$ cat src/rtl/fifo_pkg.sv
// Shared defaults and sizing helper for the param_fifo block.
package fifo_pkg;

    localparam int DEF_DATA_WIDTH = 8;
    localparam int DEF_FIFO_DEPTH = 16;

    // LEVELo has to represent 0..depth inclusive, hence one bit more than the address.
    function automatic int level_width(input int depth);
        return $clog2(depth) + 1;
    endfunction

endpackage

$ cat src/rtl/fifo_ram.sv
// Simple dual-port storage for param_fifo: synchronous write, asynchronous read, no reset on the array.
module fifo_ram
    import fifo_pkg::*;
#(
    parameter int DATA_WIDTH = DEF_DATA_WIDTH,
    parameter int DEPTH      = DEF_FIFO_DEPTH,
    parameter int AW         = $clog2(DEPTH)
) (
    input  logic                  clk,
    input  logic                  we,
    input  logic [AW-1:0]         waddr,
    input  logic [DATA_WIDTH-1:0] wdata,
    input  logic [AW-1:0]         raddr,
    output logic [DATA_WIDTH-1:0] rdata
);

    logic [DATA_WIDTH-1:0] mem_q [DEPTH];

    always_ff @(posedge clk) begin
        if (we) begin
            mem_q[waddr] <= wdata;
        end
    end

    assign rdata = mem_q[raddr];

endmodule

$ cat src/rtl/param_fifo.sv
// Parameterised synchronous FIFO with level/threshold flags and sticky overflow/underflow.
// Define FIFO_FWFT_EN for first-word-fall-through reads; default is a registered read port.
module param_fifo
    import fifo_pkg::*;
#(
    parameter int DATA_WIDTH    = DEF_DATA_WIDTH,
    parameter int FIFO_DEPTH    = DEF_FIFO_DEPTH,
    parameter int AFULL_THRESH  = FIFO_DEPTH - 2,
    parameter int AEMPTY_THRESH = 2
) (
    input  logic                                  CLKip,
    input  logic                                  RSTi,
    input  logic                                  CLRi,
    input  logic                                  WEi,
    input  logic [DATA_WIDTH-1:0]                 DATAi,
    input  logic                                  RDi,
    output logic [DATA_WIDTH-1:0]                 DATAo,
    output logic                                  VALIDo,
    output logic                                  FULLo,
    output logic                                  AFULLo,
    output logic                                  EMPTYo,
    output logic                                  AEMPTYo,
    output logic [level_width(FIFO_DEPTH)-1:0]    LEVELo,
    output logic                                  OVFo,
    output logic                                  UDFo
);

    localparam int AW = $clog2(FIFO_DEPTH);
    localparam int LW = level_width(FIFO_DEPTH);

    if ((FIFO_DEPTH < 4) || ((FIFO_DEPTH & (FIFO_DEPTH - 1)) != 0)) begin : g_bad_depth
        $error("param_fifo: FIFO_DEPTH must be a power of 2 and >= 4");
    end
    if (AEMPTY_THRESH >= AFULL_THRESH) begin : g_bad_thresh
        $error("param_fifo: AEMPTY_THRESH must be below AFULL_THRESH");
    end

    logic [AW-1:0]         wr_ptr_q, wr_ptr_d;
    logic [AW-1:0]         rd_ptr_q, rd_ptr_d;
    logic [LW-1:0]         level_q, level_d;
    logic                  ovf_q, ovf_d;
    logic                  udf_q, udf_d;
    logic                  full, empty, wr_acc, rd_acc;
    logic [DATA_WIDTH-1:0] ram_rdata;

    // Flags come from the registered level only, so a full FIFO rejects a write
    // even when a read frees a slot in the same cycle (and symmetrically when empty).
    assign full   = (level_q == LW'(FIFO_DEPTH));
    assign empty  = (level_q == '0);
    assign wr_acc = WEi && !full && !CLRi;
    assign rd_acc = RDi && !empty && !CLRi;

    always_comb begin
        wr_ptr_d = wr_ptr_q;
        rd_ptr_d = rd_ptr_q;
        level_d  = level_q;
        ovf_d    = ovf_q;
        udf_d    = udf_q;
        if (CLRi) begin
            wr_ptr_d = '0;
            rd_ptr_d = '0;
            level_d  = '0;
            ovf_d    = 1'b0;
            udf_d    = 1'b0;
        end else begin
            if (wr_acc) wr_ptr_d = wr_ptr_q + AW'(1);
            if (rd_acc) rd_ptr_d = rd_ptr_q + AW'(1);
            case ({wr_acc, rd_acc})
                2'b10:   level_d = level_q + LW'(1);
                2'b01:   level_d = level_q - LW'(1);
                default: level_d = level_q;
            endcase
            if (WEi && full)  ovf_d = 1'b1;
            if (RDi && empty) udf_d = 1'b1;
        end
    end

    always_ff @(posedge CLKip or negedge RSTi) begin
        if (!RSTi) begin
            wr_ptr_q <= '0;
            rd_ptr_q <= '0;
            level_q  <= '0;
            ovf_q    <= 1'b0;
            udf_q    <= 1'b0;
        end else begin
            wr_ptr_q <= wr_ptr_d;
            rd_ptr_q <= rd_ptr_d;
            level_q  <= level_d;
            ovf_q    <= ovf_d;
            udf_q    <= udf_d;
        end
    end

    fifo_ram #(
        .DATA_WIDTH (DATA_WIDTH),
        .DEPTH      (FIFO_DEPTH),
        .AW         (AW)
    ) u_ram (
        .clk   (CLKip),
        .we    (wr_acc),
        .waddr (wr_ptr_q),
        .wdata (DATAi),
        .raddr (rd_ptr_q),
        .rdata (ram_rdata)
    );

    // Read handshake: RDi is a request, accepted only when !EMPTYo; VALIDo qualifies DATAo
    // (a one-cycle strobe after an accepted read, or level-style "head word present" in FWFT).
`ifdef FIFO_FWFT_EN
    assign DATAo  = empty ? '0 : ram_rdata;
    assign VALIDo = !empty;
`else
    logic [DATA_WIDTH-1:0] data_q, data_d;
    logic                  valid_q, valid_d;

    always_comb begin
        data_d  = data_q;
        valid_d = 1'b0;
        if (rd_acc) begin
            data_d  = ram_rdata;
            valid_d = 1'b1;
        end
    end

    always_ff @(posedge CLKip or negedge RSTi) begin
        if (!RSTi) begin
            data_q  <= '0;
            valid_q <= 1'b0;
        end else begin
            data_q  <= data_d;
            valid_q <= valid_d;
        end
    end

    assign DATAo  = data_q;
    assign VALIDo = valid_q;
`endif

    assign LEVELo  = level_q;
    assign FULLo   = full;
    assign EMPTYo  = empty;
    assign AFULLo  = (level_q >= LW'(AFULL_THRESH));
    assign AEMPTYo = (level_q <= LW'(AEMPTY_THRESH));
    assign OVFo    = ovf_q;
    assign UDFo    = udf_q;

endmodule

$ cat config.mk
export PLATFORM = sky130hd
export DESIGN_NAME = param_fifo
export DESIGN_NICKNAME = d
export VERILOG_FILES = /design/src/rtl/fifo_pkg.sv /design/src/rtl/fifo_ram.sv /design/src/rtl/param_fifo.sv
export SDC_FILE = /design/constraint.sdc
export NUM_CORES = 1
export LEC_CHECK = 0
export CORE_UTILIZATION = 45
export CTS_CLUSTER_SIZE = 40
export DETAILED_ROUTE_END_ITERATION = 10
export GPL_TIMING_DRIVEN = 0
export SLEW_MARGIN = 40
export SYNTH_ARGS = -nofsm -noshare
export SYNTH_HDL_FRONTEND = slang
export SYNTH_SLANG_ARGS = --single-unit
$ cat constraint.sdc
create_clock -name CLKip -period 5.3 [get_ports CLKip]
set_input_delay 1.06 -clock CLKip [delete_from_list [all_inputs] [get_ports CLKip]]
set_output_delay 1.06 -clock CLKip [all_outputs]
set_load 0.01 [all_outputs]
Word level (Yosys, flattened, before mapping):

Memories as Yosys holds them, arrays and structs flattened. A register that Yosys moved wholly into a read port is not among the register bits.
Index checks and enable logic that the tools add are counted.

* bits in latches: 0
* memory bits (read-only): 0
* input bits: 13
* output and inout bits: 20
* memory bits (writable): 128
* word-level logic and storage cells: 45
* bits in registers: 16
* memories kept: 1

Memories
* u_ram.mem_q: depth 16, bits a word 8, read ports 1, clocked after Yosys merged registers in 1, write ports 1, line fifo_ram.sv:17 `logic [DATA_WIDTH-1:0] mem_q [DEPTH];`

* multiply operators: 0
* shift operators: 0
* order comparisons: 2
* equality and inequality tests: 3
* muxes and demuxes: 13
* bitwise logic cells: 0
* reduce and logical (&&, ||, !) cells: 16
* add/sub/neg operators: 4
* div/mod/pow operators: 0

Operator list (count)
* two-way mux 4 bit: 4
* case mux 5 bit (2 select lines): 1
* adder 4 x 1 -> 4 bit, second input constant: 2
* nonzero test 2 bit: 4
* two-way mux 1 bit: 7
* logical AND 1 bit: 6
* adder 5 x 1 -> 5 bit, second input constant: 1
* equality test 5 bit, second input constant: 1
* >= comparator 5 x 4 -> 1 bit, second input constant: 1
* <= comparator 5 x 2 -> 1 bit, second input constant: 1
* zero test 5 bit: 1
* two-way mux 5 bit: 1
* subtractor 5 x 1 -> 5 bit, second input constant: 1
* zero test 1 bit: 4
* nonzero test 3 bit: 1
* equality test 2 x 1 -> 1 bit, second input constant: 1
* equality test 2 bit, second input constant: 1

Logic depth before layout (Yosys ltp):

* depth after elaboration: 7
* depth in mapped cells: 10
* gate-level depth less buffers: 9

Modules after synthesis:

A second synthesis with hierarchy kept.

* cells, all modules: 343
* area total of the unflattened synthesis: 6322.3 µm²

Modules (own cells, without submodules)
* fifo_ram: times used 1, sequential area each 3843.7 µm², cells each 221, area each 4987.3 µm²
* param_fifo: times used 1, sequential area each 600.6 µm², cells each 122, area each 1335.0 µm²

Least setup slack after synthesis:

No wires, ideal clock.

* kind: input port to flip-flop
* from: input port WEi
* to: memory u_ram.mem_q[0][0] (netlist bit), enable pin
* data arrival time: 2745 ps
* stages: 4
* slack: 2161 ps
* library setup time: 395 ps
* required time: 4905 ps
* path buffers: 1
* cells stage by stage: a21boi_1 > buf_2 > and2_1 > nor4bb_1

* word-level cells in the longest chain between the ends: 4

Ends and longest elaborated chain
* from (decl): line param_fifo.sv:14 `input logic WEi,`
* logical AND 1 bit (2 in series): line param_fifo.sv:50 `assign wr_acc = WEi && !full && !CLRi;`
* two-way mux 1 bit: line fifo_ram.sv:20 `if (we) begin`
* two-way mux 1 bit (implied by the code): line fifo_ram.sv:21 `mem_q[waddr] <= wdata;`
* to (decl): line fifo_ram.sv:17

Every way passes these cells.

Worst setup path in the final report:

* from: input port RDi
* to: register level_q[4] (netlist: LEVELo[4])

* word-level cells in the longest chain between the ends: 5
* elaborated cells between the ends (all ways): 7
* those cells by class: eq/ne: 2; mux: 2; reduce/logical: 3

Ends and longest elaborated chain
* from (decl): line param_fifo.sv:16 `input logic RDi,`
* logical AND 1 bit (*) (2 in series): line param_fifo.sv:51 `assign rd_acc = RDi && !empty && !CLRi;`
* equality test 2 x 1 -> 1 bit or equality test 2 bit (tied branches): line param_fifo.sv:68 `case ({wr_acc, rd_acc})`
* case mux 5 bit (2 select lines): line param_fifo.sv:68
* two-way mux 5 bit: line param_fifo.sv:59 `if (CLRi) begin`
* to (signal assigned): line param_fifo.sv:88 `level_q <= level_d;`
* to (decl): line param_fifo.sv:40 `logic [LW-1:0] level_q, level_d;`

Every way passes the cells marked *; elsewhere a longest branch is shown, timed or not.
A chain may end at the register's enable or synchronous reset.

==> metrics.md <==
| Metric | Value |
|---|---|
| Status | complete, no violations |
| Leak Pwr | 2.47 nW |
| Postcts setup bufs | 0 |
| EDFF count, synth | 128 |
| Post-Syn Area | 6230 um2 |
| Vias in the first global route | 3,167 |
| Family with the most delay on the worst path | simple AND/OR/NAND/NOR gates |
| Seq/Total Area, Yosys | 71.3% |
| Reg area | 4440 um2 |
| IO Count | 33 |
| Fill cell count | 1,038 |
| CTS tree | done |
| Post_cts resized | 0 |
| Final setup violating endpoints | 0 |
| Synthesized area per cell | 19.4 um2 |
| Place WS | 1500 ps |
| Vias per cell | 5.41 |
| CTS hold repair buffers | 0 |
| Placement Rows | 42 |
| Drt total wl | 11.9 mm |
| Pre-antenna DRT Iters | 4 |
| Die area | 14,300 um2 |
| Clk_lat worst skew | 410 ps |
| Root buffer cell | clkbuf_16 |
| WL met3 | 549 um |
| Syn_nets | 341 |
| Tcrit/Tclk final | 63.8% |
| Max Cap Viol | 0 |
| Routed len/inst | 21.0 um |
| CP Launch Type | primary input |
| Multi-input gate area | 1750 um2 |
| GRT Total Usage | 18.5% |
| WP data required | 5630 ps |
| Rel. slew slack | 46.8% |
| Post-synth ARST share | 15.8% |
| Slowest cell on crit path | clkdlybuf4s50_1 |
| Synth warn | 0 |
| Initial Util | 46.5% |
| Via count | 3,069 |
| Met2 WL post-DR | 5.66 mm |
| Wire length on met1 | 5.60 mm |
| Post-route minimum period | 3380 ps |
| Crit-path max FO | 6 |
| GP Congestion | 0.758 |
| Crit-path most repeated cell | a21oi_1 |
| Post-synthesis cell type count | 46 |
| Mapped Cells | 321 |
| Critical setup path kind | in2reg |
| Seq cells post-synth | 152 |
| CTS Buf Count | 17 |
| Sum of negative setup slack | 0 ps |
| CP max stage delay | 650 ps |
| First-pass GRT wire length | 18.7 mm |
| CP bufs+invs | 1 |
| DP HPWL | 8.03 mm |
| # port buffers | 32 |
| Inserted Diodes | 0 |
| Hold Path Class | reg2reg |
| Die width | 120 um |
| Layout cells sized above 1 | 28.4% |
| Clk sinks | 152 |
| H-Tree Depth | 4 |
| Max Freq | 0.296 GHz |
| CP Capture Type | flip-flop |
| Initial drt markers | 364 |
| Antenna-violating nets left | 0 |
| Nets | 399 |
| Longest Clk Path Bufs | 2 |
| PD cells | 437 nW/um2 |
| Clock Skew | 10.1 ps |
| Final Max Tran Viols | 0 |
| Top layer in use | met4 |
| Final worst setup slack | 1920 ps |
| DRC viols | 0 |
| Core footprint | 13,400 um2 |
| Initial antenna violation count | 0 |
| Critical-path cell list | clkdlybuf4s50_1, or3b_4, mux2i_4, xor2_1, ha_1, o31ai_1, a21oi_1, o21a_1, or4_1, a21oi_1 |
| Hold violation count in the final report | 0 |
| Maximum VDD drop | 0.243 mV |
| Die H | 120 um |
| RSZ-0062 raised after global routing | false |
| CP Data Arrival Time | 3710 ps |
| Largest net degree at the start of global routing | 25 |
| Top FF cell, synth | edfxtp_1 |
| Tightest Pin Transition | 795 ps |
| Clk slew on worst S/H paths | 60 ps |
| Area growth syn-to-layout | 19.2% |
| Total congestion overflow | 0 |
## kinds of logic (layout without fill, tap and decap cells)
family,Yosys count,in the layout,share of synthesized area [%]
multiplexers,52,52,16.8
AO/OA/AOI/OAI,19,19,2.25
adder cells (fa/ha/maj),7,7,1.40
flip-flops,152,152,71.3
XOR/XNOR,8,8,1.12
AND/OR/NAND/NOR,61,61,5.50
buffers and inverters,22,92,1.69
## cell usage after synthesis (all sizes together) (2+ instances only)
cell / instances / share of area, %
a21oi: 7 / 0.56
and2: 2 / 0.20
and3: 4 / 0.40
buf: 10 / 0.96
clkbuf: 8 / 0.48
dfrtp: 24 / 9.6
edfxtp: 128 / 62
ha: 7 / 1.4
inv: 4 / 0.24
mux2: 9 / 1.6
mux2i: 3 / 0.68
mux4: 40 / 14
nand2: 5 / 0.30
nand2b: 2 / 0.20
nand3: 4 / 0.40
nand3b: 3 / 0.36
nor2: 23 / 1.4
nor2b: 2 / 0.20
nor3: 4 / 0.32
nor4: 4 / 0.64
o21ai: 2 / 0.22
o31ai: 3 / 0.36
or3: 2 / 0.20
or4: 2 / 0.30
xnor2: 3 / 0.42
xor2: 5 / 0.70
## cell usage in the layout, fill, tap and decap left out, types with 3 or more instances in the layout
cell,synthesis,layout
a21oi_1,7,7
and3_1,4,4
buf_2,3,10
buf_4,3,4
clkbuf_1,8,9
clkbuf_16,0,17
clkdlybuf4s50_1,0,31
clkinvlp_4,0,5
dfrtp_1,24,24
edfxtp_1,128,128
ha_1,7,7
inv_1,4,4
mux2_2,8,8
mux4_2,40,40
nand2_1,5,5
nand3_1,3,3
nand3b_1,3,3
nor2_1,23,20
nor2_2,0,3
nor3_2,0,4
o31ai_1,3,3
xnor2_1,3,3
xor2_1,5,5
## where the power goes
part | leakage [nW] | total (mW) | internal, mW | switching (mW)
combinational | 0.742 | 0.697 | 0.374 | 0.323
sequential | 1.47 | 1.41 | 1.37 | 0.0466
clock | 0.259 | 1.14 | 0.685 | 0.453
## through the flow
stage                     hold WS [ps]  total power [mW]  instance area, um2  utilization, %  cells
after CTS                          509              3.28                7430            55.4    567
final                              508              3.25                7430            55.5    567
after detailed placement           496              2.14                6860            51.2    536
after global routing               527              3.38                7430            55.5    567
after floorplan                    526              1.87                6230               -    321
after global placement             482              2.12                6780            50.6    529
## layer usage
layer | track usage, % | up-vias
met1 | 28.0 | 1591
li1 | - | 1409
met4 | 5.86 | 0
met2 | 26.2 | 65
met5 | 0 | -
met3 | 4.80 | 4
## flip-flops by register name (all words and copies together), names as in the netlist
name / flops
OVFo: 1
u_ram.mem_q: 128
LEVELo: 5
UDFo: 1
rd_ptr_q: 4
wr_ptr_q: 4
VALIDo: 1
DATAo: 8
## cell type report
cell class	instances	share of cell area [%]
Tap cell	176	2.96
Sequential cell	152	59.8
Clock inverter	13	1.78
Inverter	4	0.202
Multi-Input combinational cell	147	23.5
Clock buffer	18	5.77
Timing Repair Buffer	39	4.75
Buffer	18	1.23
## worst reg2reg max path: cells and delay by family, from the launching register on
kind,cells,cell delay (ps)
buffers and inverters,1,150
XOR/XNOR,1,100
AND/OR/NAND/NOR,2,810
AO/OA/AOI/OAI,4,580
multiplexers,1,360
flip-flops,1,390
adder cells (fa/ha/maj),1,230
## path summary, 6_finish.rpt
check                           from          end  slack (ps)  depth (start not counted)
hold reg to reg             DATAo[3]     DATAo[3]         510                          1
min in group asynchronous       RSTi     DATAo[5]         640                          1
setup reg to reg           LEVELo[1]    LEVELo[4]        2600                         10
hold / removal              DATAo[3]     DATAo[3]         510                          1
setup / recovery                 RDi    LEVELo[4]        1920                         10
max in group asynchronous       RSTi  rd_ptr_q[2]        4290                          1
No activity file was read; power rests on OpenSTA's default activity.
==> RTL change, RTL diff (same settings) <==
Set the package constant `DEF_FIFO_DEPTH` to 32 (it was 16).
--- a/src/rtl/fifo_pkg.sv
+++ b/src/rtl/fifo_pkg.sv
@@ -2,7 +2,7 @@
 package fifo_pkg;
 
     localparam int DEF_DATA_WIDTH = 8;
-    localparam int DEF_FIFO_DEPTH = 16;
+    localparam int DEF_FIFO_DEPTH = 32;
 
     // LEVELo has to represent 0..depth inclusive, hence one bit more than the address.
     function automatic int level_width(input int depth);
Ports: changed (resized LEVELo); port bits go from 33 to 34. The function was not compared with the original's and may differ.
==> RTL change against the unedited design <==
Wire length increased by 110%; sequential cell count grew 131; setup slack lost 130 ps; fmax down 3.6%; area after synthesis grew 81%; clock power rose by 75%; final area is 74% higher; sequential power grew 81%; combinational power grew 29%; total power grew 68%; non-clock buffer count is 6 higher; cell count is 76% higher.
==> RTL change: results (changes against the unedited design) <==
Clock network
  – Post_cts resized: 0 (unchanged)
  – Cts bufs inserted: 28 (+11)
  – H-tree Lvls: 1 (-3)
  – Clock transition at path regs: 70 ps
  – Worst-Skew Late Latency: 550 ps (+140 ps)
  – Root Driver: clkbuf_16
  – Clk buf depth: 3 (+1)
  – Setup Fix Bufs, Post-CTS: 0 (unchanged)

Setup path
  – Slowest stage delay, CP: 600 ps (-50 ps)
  – R2R depth: 9 (-1)
  – FF-to-FF End: LEVELo[5]$_DFFE_PN0P_
  – Reg2reg start: LEVELo[0]$_DFFE_PN0P_
  – Worst-path maximum fanout: 7 (+1)
  – Worst Setup EP: EMPTYo
  – Reg2reg setup slack: 2340 ps (-260 ps)
  – Beginning of the critical path: LEVELo[3]$_DFFE_PN0P_
  – Slowest cell on the critical path: or4_4

Routing
  – DR pass1 iterations: 6 (+2)
  – Avg Vias per Cell: 5.77 (+6.5%)
  – Avg WL per Cell: 24.7 microns (+18%)
  – DRT iter0 DRCs: 565 (+55%)
  – Total wire length: 24,600 microns (+110%)

Synth
  – Seq/Total Area, Yosys: 0.741 (+0.0285)
  – Post-synthesis mux area share: 0.138 (-0.0296)
  – Synth unique cells: 49 (+6.5%)
  – Syn_nets: 608 (+78%)
  – XOR/XNOR Fraction of Synth Area: 0.00776 (-0.00347)
  – Synth top area cells: edfxtp_1, mux4_2, dfrtp_1
  – Count of warnings emitted by yosys: 0 (unchanged)
  – Synth Area in Adders: 0.00887 (-0.00517)
  – Post-synth EDFFs: 256 (+100%)
  – Synth Area in Compound Gates: 0.0356 (+0.0131)
  – Asr flop ratio synth: 0.0954 (-0.0625)
  – Top cells by count, synth: edfxtp_1, mux4_2, nor2_1
  – Synth Instances: 587 (+83%)

Finish
  – Antenna diodes: 0 (unchanged)
  – FILL cells: 1,946 (+87%)
  – Nets: 672 (+68%)
  – Layout cells sized above 1: 0.250 (-0.0339)
  – Max reg flops: 256 (+100%)
  – Reg with most FFs: u_ram.mem_q

Placement
  – Final HPWL DP: 15,300 microns (+90%)
  – DP Cell Count: 945 (+76%)
  – Gp weighted congestion: 0.836 (+10%)
  – Port Buffer Count: 33 (+3.1%)

Run status
  – Status: finished, final reports clean

Power and ir drop
  – Sw Ratio: 0.250 (-0.00349)
  – IR drop worst, VDD: 313 uV (+29%)
  – Pleak: 4.09 nW (+66%)

Global route
  – Number of global-route vias before repair: 5,613 (+77%)
  – Largest net degree at the start of global routing: 33 (+32%)
  – Antenna violations before repair: 0 (unchanged)
  – First-pass GRT wire length: 36,200 microns (+93%)
  – GRT Resource Usage Total: 0.196 (+0.0110)

STA
  – Max-slew violations: 0 (unchanged)
  – Skew final: 22.5 ps (+12.3 ps)
  – Slew HR: 0.448 (-0.0199)

Min path
  – Hold WC Path Type: input port to async pin
## RTL change: power groups by stage
stage | Combinational [mW] | Clock, mW | Sequential (mW)
after floorplan | 0.548 | 0 | 2.61
after global placement | 0.898 | 0 | 2.60
after detailed placement | 0.905 | 0 | 2.60
after CTS | 0.909 | 2.03 | 2.55
after global routing | 0.971 | 2.13 | 2.56
final | 0.900 | 1.99 | 2.55
## RTL change: layout make-up
| class | instances | share of cell area |
|---|---|---|
| inverters | 5 | 0.00145 |
| plain buffers | 29 | 0.0112 |
| clock inverters | 22 | 0.0173 |
| flip-flops and latches | 283 | 0.646 |
| repair buffers | 34 | 0.0241 |
| clock buffers | 29 | 0.0544 |
| multi-input cells | 270 | 0.215 |
| well taps | 324 | 0.0313 |
## RTL change: layer usage
layer | vias to the layer above | global-route usage | share of wire
li1 | 2522 | - | -
met1 | 2996 | 0.285 | 0.44
met2 | 187 | 0.303 | 0.47
met3 | 37 | 0.0398 | 0.061
met4 | 0 | 0.0511 | 0.023
met5 | - | 0 | 0
## RTL change: stage by stage
stage	cell area [sq um]	utilization	setup slack, ps	hold slack, ps
2_1_floorplan	11300	-	2400	526
4_1_cts	12900	0.528	1780	404
6_report	13000	0.530	1790	401
5_1_grt	13000	0.530	1720	393
3_3_place_gp	12000	0.491	1620	481
3_5_place_dp	12000	0.491	1550	490
## RTL change: critical path: cells and delay by family (launching register included)
family	cells	cell delay, ps
AND/OR/NAND/NOR	2	830
buffers and inverters	1	590
flip-flops	1	480
